File: config.mk
export PLATFORM = sky130hd
export DESIGN_NAME = mac_dot_seq_flat
export DESIGN_NICKNAME = d
export VERILOG_FILES = /design/src/rtl/mac_dot_pkg.sv /design/src/rtl/mac_dot_seq_if.sv /design/src/rtl/mac_sat_add.sv /design/src/rtl/mac_dot_seq.sv /design/src/flat_wrapper.sv
export SDC_FILE = /design/constraint.sdc
export NUM_CORES = 1
export LEC_CHECK = 0
export ABC_AREA = 0
export CAP_MARGIN = 15
export CORE_UTILIZATION = 55
export CTS_BUF_LIST = sky130_fd_sc_hd__clkbuf_8
export DETAILED_ROUTE_END_ITERATION = 8
export PLACE_DENSITY = 0.74
export SLEW_MARGIN = 15
export SYNTH_ARGS = -nofsm -noshare
export SYNTH_HDL_FRONTEND = slang
export SYNTH_SLANG_ARGS = --single-unit
export TNS_END_PERCENT = 20
File: constraint.sdc
create_clock -name clk -period 16.75 [get_ports clk]
set_input_delay 4.1875 -clock clk [delete_from_list [all_inputs] [get_ports clk]]
set_output_delay 4.1875 -clock clk [all_outputs]
set_load 0.01 [all_outputs]
File: src/rtl/mac_dot_pkg.sv
// Shared types and constants for the serial dot-product MAC.
// Saturation limits are returned 64 bits wide; callers keep the low ACC_W bits.
package mac_dot_pkg;

  typedef enum logic [1:0] {
    ST_IDLE,
    ST_MAC,
    ST_DONE
  } mac_state_e;

  localparam int DFLT_ELEM_W = 8;
  localparam int PROD_W      = 2 * DFLT_ELEM_W;

  typedef struct packed {
    logic [63:0] max_v;
    logic [63:0] min_v;
  } sat_lim_t;

  function automatic sat_lim_t sat_limits(input int acc_w, input bit is_signed);
    sat_lim_t l;
    if (is_signed) begin
      l.max_v = (64'd1 << (acc_w - 1)) - 64'd1;
      l.min_v = ~64'd0 << (acc_w - 1);
    end else begin
      l.max_v = (64'd1 << acc_w) - 64'd1;
      l.min_v = '0;
    end
    return l;
  endfunction

  function automatic int prod_w(input int elem_w);
    return 2 * elem_w;
  endfunction

endpackage

File: src/rtl/mac_dot_seq_if.sv
// Valid/ready operand input and result output of the dot-product MAC.
// The master drives operands and out_ready; the slave is the MAC itself.
interface mac_dot_seq_if #(
  parameter int ELEM_W   = 8,
  parameter int NUM_ELEM = 3,
  parameter int ACC_W    = 20
);
  logic                         in_valid;
  logic                         in_ready;
  logic [NUM_ELEM*ELEM_W-1:0]   in_attr;
  logic [NUM_ELEM*ELEM_W-1:0]   in_coeff;
  logic                         in_last;
  logic                         out_valid;
  logic                         out_ready;
  logic [ACC_W-1:0]             out_acc;
  logic                         out_ovf;

  modport master (
    output in_valid, in_attr, in_coeff, in_last, out_ready,
    input  in_ready, out_valid, out_acc, out_ovf
  );

  modport slave (
    input  in_valid, in_attr, in_coeff, in_last, out_ready,
    output in_ready, out_valid, out_acc, out_ovf
  );
endinterface

File: src/rtl/mac_sat_add.sv
// Accumulator adder: adds an (ACC_W+1)-bit extended product to the accumulator,
// flags overflow and optionally clamps to the representable range.
module mac_sat_add
  import mac_dot_pkg::*;
#(
  parameter int ACC_W    = 20,
  parameter int SIGNED   = 0,
  parameter int SATURATE = 1
) (
  input  logic [ACC_W-1:0] i_acc,
  input  logic [ACC_W:0]   i_prod_ext,
  output logic [ACC_W-1:0] o_sum,
  output logic             o_ovf
);

  localparam sat_lim_t         LIM   = sat_limits(ACC_W, SIGNED != 0);
  localparam logic [ACC_W-1:0] MAX_V = LIM.max_v[ACC_W-1:0];
  localparam logic [ACC_W-1:0] MIN_V = LIM.min_v[ACC_W-1:0];

  logic [ACC_W:0] w_acc_ext;
  logic [ACC_W:0] w_raw;
  logic           w_ovf;

  // One guard bit: for signed it holds the true sign, for unsigned the carry.
  always_comb begin
    w_acc_ext = (SIGNED != 0) ? {i_acc[ACC_W-1], i_acc} : {1'b0, i_acc};
    w_raw     = w_acc_ext + i_prod_ext;
    w_ovf     = (SIGNED != 0) ? (w_raw[ACC_W] ^ w_raw[ACC_W-1]) : w_raw[ACC_W];
    o_sum     = w_raw[ACC_W-1:0];
    if (w_ovf && (SATURATE != 0)) begin
      o_sum = ((SIGNED != 0) && w_raw[ACC_W]) ? MIN_V : MAX_V;
    end
    o_ovf = w_ovf;
  end

endmodule

File: src/rtl/mac_dot_seq.sv
// Serial dot-product MAC: one element product per clock, accumulating across
// beats until a beat flagged last, then presents the result on a valid/ready port.
//
// state   | meaning
// IDLE    | waiting for an input beat, in_ready high
// MAC     | adding one element product per cycle
// DONE    | result held on out_acc/out_ovf until out_ready
module mac_dot_seq
  import mac_dot_pkg::*;
#(
  parameter int ELEM_W   = 8,
  parameter int NUM_ELEM = 3,
  parameter int ACC_W    = 20,
  parameter int SIGNED   = 0,
  parameter int SATURATE = 1
) (
  input  logic            clk,
  input  logic            rst_in,
  mac_dot_seq_if.slave    bus
);

  localparam int               PW       = prod_w(ELEM_W);
  localparam int               IDX_W    = (NUM_ELEM > 1) ? $clog2(NUM_ELEM) : 1;
  localparam logic [IDX_W-1:0] LAST_IDX = IDX_W'(NUM_ELEM - 1);

  if (ACC_W < 2 * ELEM_W) begin : g_bad_acc_w
    $error("mac_dot_seq: ACC_W must be at least 2*ELEM_W");
  end
  if (ACC_W > 63) begin : g_bad_acc_max
    $error("mac_dot_seq: ACC_W above 63 is not supported");
  end
  if (NUM_ELEM < 1) begin : g_bad_num_elem
    $error("mac_dot_seq: NUM_ELEM must be at least 1");
  end

  mac_state_e                  r_state;
  logic [NUM_ELEM*ELEM_W-1:0]  r_attr;
  logic [NUM_ELEM*ELEM_W-1:0]  r_coeff;
  logic                        r_last;
  logic [IDX_W-1:0]            r_idx;
  logic [ACC_W-1:0]            r_acc;
  logic                        r_ovf;
  logic                        r_in_ready;
  logic                        r_out_valid;
  logic [ACC_W-1:0]            r_out_acc;
  logic                        r_out_ovf;

  logic [ELEM_W-1:0]           w_a;
  logic [ELEM_W-1:0]           w_b;
  logic [PW-1:0]               w_prod;
  logic [ACC_W:0]              w_prod_ext;
  logic [ACC_W-1:0]            w_sum;
  logic                        w_ovf;

  // Element 0 sits in the most-significant slice of the packed vectors.
  always_comb begin
    w_a = r_attr[(NUM_ELEM - 1 - int'(r_idx)) * ELEM_W +: ELEM_W];
    w_b = r_coeff[(NUM_ELEM - 1 - int'(r_idx)) * ELEM_W +: ELEM_W];
    if (SIGNED != 0) begin
      w_prod = $signed({{ELEM_W{w_a[ELEM_W-1]}}, w_a}) * $signed({{ELEM_W{w_b[ELEM_W-1]}}, w_b});
      w_prod_ext = {{(ACC_W + 1 - PW){w_prod[PW-1]}}, w_prod};
    end else begin
      w_prod = {{ELEM_W{1'b0}}, w_a} * {{ELEM_W{1'b0}}, w_b};
      w_prod_ext = {{(ACC_W + 1 - PW){1'b0}}, w_prod};
    end
  end

  mac_sat_add #(
    .ACC_W    (ACC_W),
    .SIGNED   (SIGNED),
    .SATURATE (SATURATE)
  ) u_add (
    .i_acc      (r_acc),
    .i_prod_ext (w_prod_ext),
    .o_sum      (w_sum),
    .o_ovf      (w_ovf)
  );

  always_ff @(posedge clk) begin
    if (rst_in) begin
      r_state     <= ST_IDLE;
      r_attr      <= '0;
      r_coeff     <= '0;
      r_last      <= 1'b0;
      r_idx       <= '0;
      r_acc       <= '0;
      r_ovf       <= 1'b0;
      r_in_ready  <= 1'b1;
      r_out_valid <= 1'b0;
      r_out_acc   <= '0;
      r_out_ovf   <= 1'b0;
    end else begin
      case (r_state)
        ST_IDLE: begin
          // Accumulator deliberately kept so partial sums span beats.
          if (bus.in_valid && r_in_ready) begin
            r_attr     <= bus.in_attr;
            r_coeff    <= bus.in_coeff;
            r_last     <= bus.in_last;
            r_idx      <= '0;
            r_in_ready <= 1'b0;
            r_state    <= ST_MAC;
          end
        end
        ST_MAC: begin
          r_acc <= w_sum;
          r_ovf <= r_ovf | w_ovf;
          if (r_idx == LAST_IDX) begin
            r_idx <= '0;
            if (r_last) begin
              r_out_valid <= 1'b1;
              r_out_acc   <= w_sum;
              r_out_ovf   <= r_ovf | w_ovf;
              r_state     <= ST_DONE;
            end else begin
              r_in_ready <= 1'b1;
              r_state    <= ST_IDLE;
            end
          end else begin
            r_idx <= r_idx + IDX_W'(1);
          end
        end
        ST_DONE: begin
          if (bus.out_ready) begin
            r_acc       <= '0;
            r_ovf       <= 1'b0;
            r_out_valid <= 1'b0;
            r_in_ready  <= 1'b1;
            r_state     <= ST_IDLE;
          end
        end
        default: r_state <= ST_IDLE;
      endcase
    end
  end

  assign bus.in_ready  = r_in_ready;
  assign bus.out_valid = r_out_valid;
  assign bus.out_acc   = r_out_acc;
  assign bus.out_ovf   = r_out_ovf;

endmodule

File: src/flat_wrapper.sv
// flat-port wrapper written by rule: the top's interface ports become plain ports
module mac_dot_seq_flat import mac_dot_pkg::*;
#(
  parameter int ELEM_W   = 8,
  parameter int NUM_ELEM = 3,
  parameter int ACC_W    = 20,
  parameter int SIGNED   = 0,
  parameter int SATURATE = 1
)
  (clk, rst_in, bus_in_valid, bus_in_attr, bus_in_coeff, bus_in_last, bus_out_ready, bus_in_ready, bus_out_valid, bus_out_acc, bus_out_ovf);
  mac_dot_seq_if #(.ELEM_W(ELEM_W), .NUM_ELEM(NUM_ELEM), .ACC_W(ACC_W)) bus_i ();
  input  logic clk;
  input  logic rst_in;
  input wire logic [$bits(bus_i.in_valid)-1:0] bus_in_valid;
  input wire logic [$bits(bus_i.in_attr)-1:0] bus_in_attr;
  input wire logic [$bits(bus_i.in_coeff)-1:0] bus_in_coeff;
  input wire logic [$bits(bus_i.in_last)-1:0] bus_in_last;
  input wire logic [$bits(bus_i.out_ready)-1:0] bus_out_ready;
  output wire logic [$bits(bus_i.in_ready)-1:0] bus_in_ready;
  output wire logic [$bits(bus_i.out_valid)-1:0] bus_out_valid;
  output wire logic [$bits(bus_i.out_acc)-1:0] bus_out_acc;
  output wire logic [$bits(bus_i.out_ovf)-1:0] bus_out_ovf;
  assign bus_i.in_valid = bus_in_valid;
  assign bus_i.in_attr = bus_in_attr;
  assign bus_i.in_coeff = bus_in_coeff;
  assign bus_i.in_last = bus_in_last;
  assign bus_i.out_ready = bus_out_ready;
  assign bus_in_ready = bus_i.in_ready;
  assign bus_out_valid = bus_i.out_valid;
  assign bus_out_acc = bus_i.out_acc;
  assign bus_out_ovf = bus_i.out_ovf;
  mac_dot_seq #(.ELEM_W(ELEM_W), .NUM_ELEM(NUM_ELEM), .ACC_W(ACC_W), .SIGNED(SIGNED), .SATURATE(SATURATE)) u_core (.clk(clk), .rst_in(rst_in), .bus(bus_i));
endmodule
==> flow_metrics.tcl <==
set metrics [dict create \
    pwr_density_cell_nw_per_um2 91.4 \
    die_w_um 112 \
    violations "design-rule violations" \
    hold_viol 0 \
    syn_to_final_growth_pct 15.5 \
    syn_nets 981 \
    arrival_ns 8.05 \
    muxShareOfSynthArea 0.0302 \
    antenna_found_initial 0 \
    hold_slack_ns 0.455 \
    dp_hpwl_mm 11.9 \
    htree_levels 3 \
    viasPerCell 5.50 \
    path_class "reg -> reg" \
    worst_ep_required_time_ns 17.05 \
    grt_pass1_vias 5639 \
    ys_warn_count 0 \
    fillers 985 \
    clock-sinks 97 \
    synth-simple-area-share 0.188 \
    io-pin-count 76 \
    clk-insertion-delay-late_ns 0.39 \
    ys.flop_type "dfxtp_1" \
    setup_tns_ns 0 \
    start_kind "register" \
    die_h_um 112 \
    grt_overflow 0 \
    seq_area_frac_synth 0.291 \
    synth_xor_area_frac 0.0184 \
    synth.area.top_cells "dfxtp_1 29%, fa_1 15%, ha_1 9.2%, nand2_1 8.9%, a21oi_1 5.8%" \
    finalMaxSlewViolations 0 \
    synth_area_leader_cell "dfxtp_1" \
    layout_commonest_cell "nand2_1" \
    fin_area_um2 7710 \
    nNetsFinal 1033 \
    drive_above_1_share 0.0395 \
    hp-class "reg -> reg" \
    ff_latch_area_um2 1940 \
    dr.pass1.iters 7 \
    cts_hold_buffers 0 \
    worst-path-max-fanout 26 \
    dpl_cell_area_um2 7460 \
    first_iter_violations 340 \
    leakagePower_uw 0.00330 \
    netlist.area_leader.share 0.291 \
    yosysUniqueCellTypes 49 \
    fin_worst_skew_ns 0.00784 \
    fmax_ghz 0.129 \
    ant_nets 0 \
    grt_usage 0.257 \
    finalSetupViolations 0 \
    final_cell_mix "159 x nand2_1, 97 x dfxtp_1, 96 x inv_1" \
    drc 3 \
    finalCritPeriodShare 0.463 \
    end_kind "register" \
    postCtsSetupBuffers 0 \
    synthAdderAreaFrac 0.242 \
    period_minus_slack_ns 7.76 \
    ys_async_sr_fraction 0 \
    synth_area_um2 6670 \
    io_buffers 75 \
    start_util 0.575 \
    grt_max_degree 85 \
    synth_compound_area_frac 0.150 \
    ys_ff_latch 97 \
    vias 5664 \
    rows 39 \
    cts_root_buf "clkbuf_8" \
    maxCapViolations 0 \
    multi_input_area_um2 4190 \
    ir_worst_vdd_mv 0.0902 \
    die-area_um2 12600 \
    wl_per_cell_um 14.7 \
    coreArea_um2 11600 \
    outcome "finished, violations left" \
    clk_path_buf_depth 2 \
    wl_mm 15.1 \
    synth_cells 829 \
    avgSynthCellArea_um2 8.05 \
    diodes 0 \
    grt_pass1_wl_mm 25.9 \
    gp_congestion 0.894 \
    utilization 0.664 \
    cts_inserted_buffers 9 \
    synth_top_family_by_area "adder cells" \
    post_cts_resized 0 \
    synth_edf_count 0 \
    rsz0062_at_grt "false" \
    cts_tree "built" \
    path_clk_slew_ns 0.09 \
    tightest_slew_ns 0.850 \
    slew_headroom 0.434 \
]
## final timing paths
path	startpoint	end	slack, ns	cells after the start
worst max register to register	u_core.r_idx[0]	u_core.bus.out_acc[19]	8.99	21
worst min register to register	u_core.r_acc[14]	u_core.r_acc[14]	0.46	2
worst max-delay path	u_core.r_idx[0]	u_core.bus.out_acc[19]	8.99	21
worst min-delay path	u_core.r_acc[14]	u_core.r_acc[14]	0.46	2
## power by group
part / switching, uW / internal [uW] / total, uW
Clock: 85.7 / 104 / 190
Sequential: 19.4 / 255 / 275
Combinational: 151 / 89.6 / 240
Total: 256 / 449 / 705
## sequential cells by signal (all words and copies together), names as in the netlist, 2 cells and up
signal and cells:
u_core.r_state 2, u_core.r_attr 24, u_core.r_coeff 24, u_core.bus.out_acc 20, u_core.r_idx 2, u_core.r_acc 20
## synth_stat cells (all sizes together), types with 14 or more instances
cell / instances
inv: 96
dfxtp: 97
mux2i: 19
nand2b: 14
nor2: 72
clkbuf: 28
a211oi: 20
nand2: 159
o21ai: 39
ha: 49
a21oi: 79
fa: 50
## metrics by stage
stage | power, uW | worst slack, ns | cells
2_1_floorplan | 452 | 10.38 | 829
3_3_place_gp | 510 | 9.30 | 1013
3_5_place_dp | 520 | 9.06 | 1013
4_1_cts | 710 | 9.02 | 1029
5_1_grt | 755 | 8.33 | 1029
6_report | 705 | 8.99 | 1029
## worst max-delay path: stages (launching register included)
cell,delay (ns)
dfxtp_1,0.79
inv_1,0.17
ha_1,0.89
and2_1,0.57
nand2_1,0.10
o21ai_0,0.18
nor2b_1,0.45
nor2b_1,0.24
fa_1,0.46
fa_1,0.54
inv_1,0.06
fa_1,0.52
fa_1,0.55
inv_1,0.04
ha_1,0.35
and3_1,0.25
nand2_1,0.08
a21oi_2,0.15
nand2b_4,0.16
a21o_1,0.62
nor2_1,0.18
a211oi_1,0.29
## layout make-up
type,count,share of cell area
clock buffers,10,0.0179
well taps,143,0.0232
clock inverters,6,0.0146
repair buffers,80,0.102
flip-flops and latches,97,0.252
inverters,96,0.0468
multi-input cells,597,0.544
## routing by layer
layer	vias up	wire length (um)	track usage
li1	2784	-	-
met1	2700	6480	0.325
met2	145	7430	0.433
met3	35	845	0.0599
met4	0	371	0.0880
met5	-	0	0
## kinds of logic (layout without fill, tap and decap cells)
logic type                 count (synthesis)  count (layout)
AOI/OAI and AO/OA                        170             170
xor gates and xnor gates                  14              14
adders and majority gates                 99              99
buffers and inverters                    135             192
DFF                                       97              97
muxes                                     20              20
and+or+nand+nor                          294             294
No activity file was read; power rests on OpenSTA's default activity.
